[src/rtl/fetch_pkg.sv]
// Shared types and constants for the instruction fetch unit and its buffer.
package fetch_pkg;

    typedef enum logic {
        FETCH = 1'b0,
        DROP  = 1'b1
    } fetch_state_t;

    typedef struct packed {
        logic [31:0] pc;
        logic [31:0] instr;
    } fetch_entry_t;

    localparam logic [31:0] DEFAULT_RESET_PC = 32'h0000_0000;

endpackage

[src/rtl/fetch_fifo.sv]
// Small shift-register instruction buffer; entry 0 is always the head, so the
// head registers keep their last contents once the buffer drains.
module fetch_fifo
    import fetch_pkg::*;
#(
    parameter int DEPTH = 2
) (
    input  logic                         clk,
    input  logic                         reset,
    input  logic                         push,
    input  logic [31:0]                  push_pc,
    input  logic [31:0]                  push_instr,
    input  logic                         pop,
    input  logic                         flush,
    output logic [31:0]                  head_pc,
    output logic [31:0]                  head_instr,
    output logic [$clog2(DEPTH+1)-1:0]   count,
    output logic                         empty,
    output logic                         full
);

    localparam int CW = $clog2(DEPTH + 1);

    fetch_entry_t    entries   [DEPTH];
    fetch_entry_t    entries_n [DEPTH];
    logic [CW-1:0]   count_q;
    logic [CW-1:0]   count_pop;
    logic [CW-1:0]   count_n;

    always_comb begin
        entries_n = entries;
        count_pop = count_q;
        // Only shift when something remains behind the head; a last pop leaves
        // entry 0 untouched so the outputs hold.
        if (pop && count_q != '0) begin
            if (count_q > CW'(1)) begin
                for (int i = 0; i < DEPTH - 1; i++) begin
                    entries_n[i] = entries[i + 1];
                end
            end
            count_pop = count_q - CW'(1);
        end
        count_n = count_pop;
        if (push && count_pop < CW'(DEPTH)) begin
            for (int i = 0; i < DEPTH; i++) begin
                if (CW'(i) == count_pop) begin
                    entries_n[i] = {push_pc, push_instr};
                end
            end
            count_n = count_pop + CW'(1);
        end
    end

    always_ff @(posedge clk) begin
        if (reset) begin
            for (int i = 0; i < DEPTH; i++) begin
                entries[i] <= '0;
            end
            count_q <= '0;
        end else if (flush) begin
            count_q <= '0;
        end else begin
            entries <= entries_n;
            count_q <= count_n;
        end
    end

    assign head_pc    = entries[0].pc;
    assign head_instr = entries[0].instr;
    assign count      = count_q;
    assign empty      = (count_q == '0);
    assign full       = (count_q == CW'(DEPTH));

endmodule

[src/rtl/fetch_unit.sv]
// Instruction fetch: one outstanding memory request, redirect handling and a
// small in-order instruction buffer.
//   state | meaning
//   FETCH | request fetch_pc whenever the buffer has room; acks push the buffer
//   DROP  | a redirected request is still in flight; hold it until ack, then discard
module fetch_unit
    import fetch_pkg::*;
#(
    parameter logic [31:0] RESET_PC = DEFAULT_RESET_PC,
    parameter int          DEPTH    = 2
) (
    input  logic        clk,
    input  logic        reset,
    output logic        mem_req,
    output logic [31:0] mem_addr,
    input  logic        mem_ack,
    input  logic [31:0] mem_rdata,
    input  logic        redirect,
    input  logic [31:0] redirect_pc,
    output logic        instr_valid,
    output logic [31:0] instr,
    output logic [31:0] instr_pc,
    input  logic        instr_ready
);

    localparam int          CW       = $clog2(DEPTH + 1);
    localparam logic [31:0] PC_MASK  = 32'hFFFF_FFFC;
    localparam logic [31:0] START_PC = RESET_PC & PC_MASK;

    fetch_state_t  state_q, state_n;
    logic [31:0]   fetch_pc_q, fetch_pc_n;
    logic [31:0]   drop_addr_q, drop_addr_n;
    logic [31:0]   target_pc;
    logic          push;
    logic          pop;
    logic [CW-1:0] count;
    logic          empty;
    logic          full;

    assign target_pc = redirect_pc & PC_MASK;
    assign pop       = instr_valid && instr_ready;

    always_comb begin
        state_n     = state_q;
        fetch_pc_n  = fetch_pc_q;
        drop_addr_n = drop_addr_q;
        mem_req     = 1'b0;
        mem_addr    = fetch_pc_q;
        push        = 1'b0;
        case (state_q)
            FETCH: begin
                mem_req  = (count < CW'(DEPTH)) && !reset;
                mem_addr = fetch_pc_q;
                if (redirect) begin
                    fetch_pc_n = target_pc;
                    if (mem_req && !mem_ack) begin
                        state_n     = DROP;
                        drop_addr_n = fetch_pc_q;
                    end
                end else if (mem_req && mem_ack && !full) begin
                    push       = 1'b1;
                    fetch_pc_n = fetch_pc_q + 32'd4;
                end
            end
            DROP: begin
                // The memory still owns the old address; keep presenting it.
                mem_req  = !reset;
                mem_addr = drop_addr_q;
                if (redirect) begin
                    fetch_pc_n = target_pc;
                end
                if (mem_ack) begin
                    state_n = FETCH;
                end
            end
            default: state_n = FETCH;
        endcase
    end

    always_ff @(posedge clk) begin
        if (reset) begin
            state_q     <= FETCH;
            fetch_pc_q  <= START_PC;
            drop_addr_q <= START_PC;
        end else begin
            state_q     <= state_n;
            fetch_pc_q  <= fetch_pc_n;
            drop_addr_q <= drop_addr_n;
        end
    end

    fetch_fifo #(
        .DEPTH (DEPTH)
    ) u_fifo (
        .clk        (clk),
        .reset      (reset),
        .push       (push),
        .push_pc    (fetch_pc_q),
        .push_instr (mem_rdata),
        .pop        (pop),
        .flush      (redirect),
        .head_pc    (instr_pc),
        .head_instr (instr),
        .count      (count),
        .empty      (empty),
        .full       (full)
    );

    assign instr_valid = !empty;

endmodule

[config.mk]
export PLATFORM = sky130hd
export DESIGN_NAME = fetch_unit
export DESIGN_NICKNAME = d
export VERILOG_FILES = /design/src/rtl/fetch_pkg.sv /design/src/rtl/fetch_fifo.sv /design/src/rtl/fetch_unit.sv
export SDC_FILE = /design/constraint.sdc
export NUM_CORES = 1
export LEC_CHECK = 0
export CAP_MARGIN = 20
export CORE_MARGIN = 8
export CORE_UTILIZATION = 53
export DETAILED_ROUTE_END_ITERATION = 7
export PLACE_DENSITY = 0.79
export SETUP_SLACK_MARGIN = 0.05
export SLEW_MARGIN = 10
export SYNTH_ARGS = -nofsm -noshare
export SYNTH_HDL_FRONTEND = slang
export SYNTH_SLANG_ARGS = --single-unit
[constraint.sdc]
create_clock -name clk -period 3.4 [get_ports clk]
set_input_delay 0.34 -clock clk [delete_from_list [all_inputs] [get_ports clk]]
set_output_delay 0.34 -clock clk [all_outputs]
set_load 0.01 [all_outputs]
==> summary by stage <==
Synth
Dividing the synthesized area by the synthesized cell count gives between 7 and 8 µm². The share of synthesized registers carrying an async set or reset is 0%. Yosys attributes the largest share of cell area to sky130_fd_sc_hd__dfxtp_1 (42%), sky130_fd_sc_hd__nand2_1 (15%), sky130_fd_sc_hd__buf_4 (6.8%). The netlist uses 56 different library cells. The register bit total from synthesis is 189. The cell count after synthesis came out at 1152. The post-synthesis instance area is 8920 µm². The sequential-to-total area share from yosys stat is 42.4%. Of the post-synthesis cell area, the dominant cell type holds 42.4%. The largest area contributor in the netlist is sky130_fd_sc_hd__dfxtp_1.

The number of warnings printed during yosys synthesis is 0. The number of synthesized flops with an enable pin is 0. The most used flip-flop cell after synthesis is sky130_fd_sc_hd__dfxtp_1.

Critical path
The required time of the critical path is 3.72 ns. STA classifies the critical path startpoint as a flop. In this run the worst path has a maximum fanout of 62. The cell depth of the worst flop-to-flop path is 9. The type of the setup path with the least slack is reg2reg. The signal arrival time at the worst endpoint is 3.28 ns. The worst setup path is captured at a flop.

STA
The total negative setup slack is 0 ns. Static timing analysis puts the maximum clock frequency at around 0.34 GHz. The clock arrives with 0.0102 ns of skew.

The number of slew-limit violations in the final report was 0. The worst path uses slightly below 90% of the clock period. The transition time at the pin with the least slew margin is ~1.0 ns. The final period demand of the worst path is approximately 3.0 ns. Setup violations remaining at the end of the flow were counted as 0.

Setup repair after global routing left no endpoint under its margin. Headroom to the max-slew limit came out at 33.4%. The number of hold-slack violations in the final timing report is 0.

Die
The die covers 21200 µm². The die extent in y is 146 µm. The effective utilization at floorplan is 54.0%. The number of ports placed on the die boundary is around 170. The area of the core is around 17000 µm². The width of the die is 146 µm. Row generation in the floorplan step produced 47 rows.

Clock network
In this run the number of H-tree levels came out at 4. The largest buffer count on any clock path is 2. The latest clock arrival within the worst-skew pair is 0.42 ns. The post-CTS setup buffer count is 0. The TritonCTS clock tree is yes.

After clock tree synthesis, the flow added hold-fix buffers numbering 0. Clock-pin slew was measured on the worst setup and hold paths at 0.07 ns. The clock net in this run drives a total of around 190 sinks. The count of cells resized by post-cts repair is 0. The clock root buffer is sky130_fd_sc_hd__clkbuf_16. The CTS buffer count is 17.

Global routing
The number of global-route vias before repair came to 7679. The first global-routing pass estimated just under 40 mm of wire. The aggregate global routing overflow is 0. The overall routing resource usage is 22.1%.

The initial antenna violation count came to 0. Entering global routing, the biggest net connects 96 pins.

Hold path
The number of cells on the worst hold path is 2. The path class of the tightest hold or removal check is in2reg.

Finish
The layout cell share with drive strength beyond 1 is between 8 and 9%. The multi-input combinational cells in the finished layout cover a total of 4180 µm². The total number of nets in the final design is about 1300. With fillers left out, the area of the finished cells amounts to between 10000 and 15000 µm². The repair_antennas step left the layout with diodes totalling 0.

The combined flip-flop and latch cell area is 3780 µm². The area overhead of the layout relative to synthesis is 20.2%. The number of inserted filler cells in the final layout is 1453.

Outcome
The flow ran to the end, and the final reports show no timing, DRC or antenna violations.

Power and ir drop
The worst-case IR drop observed on VDD is 348 µV. The leakage power figure is 0.00345 µW. Power spread over the standard cell area amounts to between 400 and 500 nW/µm².

Routing
After detailed routing, the number of vias per cell comes to 5.63. The remaining antenna violation count is 0. The first detailed-routing pass ran for 5 iterations.

The total wire length after detailed routing is 23.9 mm. After detailed routing, the number of remaining DRC violations is 0. The per-cell routed wire length is 16.7 µm. The initial detailed-routing violation count is 823.

The vias after detailed routing is about 8000.

Place
Routability-driven placement finished with a final weighted congestion of approximately 0.94. Buffers placed on the I/O ports in this run total 162. The placed instances occupy a cell area of 10100 µm². The HPWL after detailed placement is ~16 mm.

Flow run
Max-cap violations in this run came to 0.
-- sequential cells by signal (all words and copies together), names as in the netlist --
name and count:
u_fifo.entries 62, u_fifo.head_instr 32, u_fifo.head_pc 32, drop_addr_q 30, fetch_pc_q 30, u_fifo.count 2
state_q 1
-- cell families (layout without fill, tap and decap cells) --
kind of cell / Yosys count / count (layout) / synth area share [%]
DFF: 189 / 189 / 42.4
adders and majority gates: 6 / 6 / 0.841
xor gates and xnor gates: 7 / 7 / 0.687
and+or+nand+nor: 497 / 497 / 22.9
AOI/OAI and AO/OA: 249 / 249 / 18.3
other: 1 / 2 / 0.0420
buffers and inverters: 173 / 226 / 11.0
muxes: 30 / 30 / 3.79
-- synth_stat cells (2+ instances only) --
master / n
sky130_fd_sc_hd__nor2_1: 79
sky130_fd_sc_hd__a21oi_1: 117
sky130_fd_sc_hd__nand3_1: 14
sky130_fd_sc_hd__and3_1: 8
sky130_fd_sc_hd__a311oi_1: 61
sky130_fd_sc_hd__a21o_1: 2
sky130_fd_sc_hd__o221ai_1: 2
sky130_fd_sc_hd__a31oi_1: 10
sky130_fd_sc_hd__nand2b_1: 3
sky130_fd_sc_hd__a22o_1: 2
sky130_fd_sc_hd__and4_1: 3
sky130_fd_sc_hd__xnor2_1: 6
sky130_fd_sc_hd__nand4_1: 7
sky130_fd_sc_hd__o21ai_0: 20
sky130_fd_sc_hd__dfxtp_1: 189
sky130_fd_sc_hd__a31o_2: 2
sky130_fd_sc_hd__o41ai_1: 3
sky130_fd_sc_hd__nor3_1: 10
sky130_fd_sc_hd__buf_4: 81
sky130_fd_sc_hd__mux2_2: 30
sky130_fd_sc_hd__o211ai_1: 6
sky130_fd_sc_hd__o31ai_1: 4
sky130_fd_sc_hd__a211oi_1: 4
sky130_fd_sc_hd__o311ai_0: 4
sky130_fd_sc_hd__nand2_1: 346
sky130_fd_sc_hd__buf_1: 3
sky130_fd_sc_hd__and2_1: 5
sky130_fd_sc_hd__buf_2: 20
sky130_fd_sc_hd__or4_1: 4
sky130_fd_sc_hd__ha_1: 6
sky130_fd_sc_hd__nor2b_1: 2
sky130_fd_sc_hd__clkbuf_1: 61
sky130_fd_sc_hd__nor4_1: 4
sky130_fd_sc_hd__inv_1: 7
sky130_fd_sc_hd__nor3b_1: 3
sky130_fd_sc_hd__or3_1: 4
-- power breakdown --
group | internal, µW | switching, µW | leakage [µW] | total (µW)
Sequential | 2300 | 92.1 | 0.00154 | 2390
Combinational | 334 | 336 | 0.00163 | 670
Clock | 1140 | 838 | 0.000283 | 1980
-- area by class of cell --
type,count,area share [%]
multi-input cells,791,39.0
flip-flops and latches,189,35.3
repair buffers,187,17.4
clock buffers,22,4.42
well taps,220,2.57
clock inverters,9,1.04
inverters,8,0.280
-- path summary, 6_finish.rpt --
path / start / endpoint / slack, ns
setup / recovery: u_fifo.count[1] / u_fifo.head_instr[6] / 0.43
hold / removal: reset / fetch_pc_q[4] / 0.33
setup reg to reg: u_fifo.count[1] / u_fifo.head_instr[6] / 0.43
hold reg to reg: drop_addr_q[21] / drop_addr_q[21] / 0.45
-- cells in the final DEF, fill, tap and decap left out, drive strengths merged, types with 5 or more instances in the layout --
cell type,instances
a311oi,61
nor3,10
clkdlybuf4s50,161
a21oi,117
nand2,346
dfxtp,189
o211ai,6
nor2,79
inv,8
a31oi,10
nand4,7
nand3,14
mux2,30
o21ai,21
clkinv,5
buf,26
and2,5
ha,6
clkbuf,22
and3,8
xnor2,6
-- worst max-delay path, cell delays in order (launching register included) --
cell and delay (ns):
sky130_fd_sc_hd__dfxtp_1 0.53, sky130_fd_sc_hd__inv_1 0.14, sky130_fd_sc_hd__ha_1 0.31, sky130_fd_sc_hd__nor3b_1 0.41
sky130_fd_sc_hd__a21oi_1 0.14, sky130_fd_sc_hd__ha_1 0.26, sky130_fd_sc_hd__nand2_2 0.06, sky130_fd_sc_hd__buf_4 0.56
sky130_fd_sc_hd__nand2_1 0.14, sky130_fd_sc_hd__a311oi_1 0.30
-- per-stage QoR --
| stage | setup WS (ns) | hold WS, ns | utilization (%) | power (µW) | std cells |
|---|---|---|---|---|---|
| 5_1_grt | 0.135 | 0.332 | 64.9 | 5230 | 1426 |
| 3_3_place_gp | 0.538 | 0.438 | 61.3 | 3090 | 1394 |
| 4_1_cts | 0.424 | 0.322 | 64.8 | 5070 | 1425 |
| 3_5_place_dp | 0.434 | 0.446 | 61.3 | 3100 | 1394 |
| 2_1_floorplan | 0.937 | 0.433 | - | 2820 | 1153 |
| 6_report | 0.434 | 0.332 | 64.9 | 5040 | 1426 |
-- per-layer routing --
metal | part of all wire, % | track usage [%]
met1 | 45 | 29.8
met3 | 7.1 | 5.10
met5 | 0 | 0
met2 | 46 | 34.5
met4 | 1.4 | 6.40
Power figures use the tool's default switching activity.
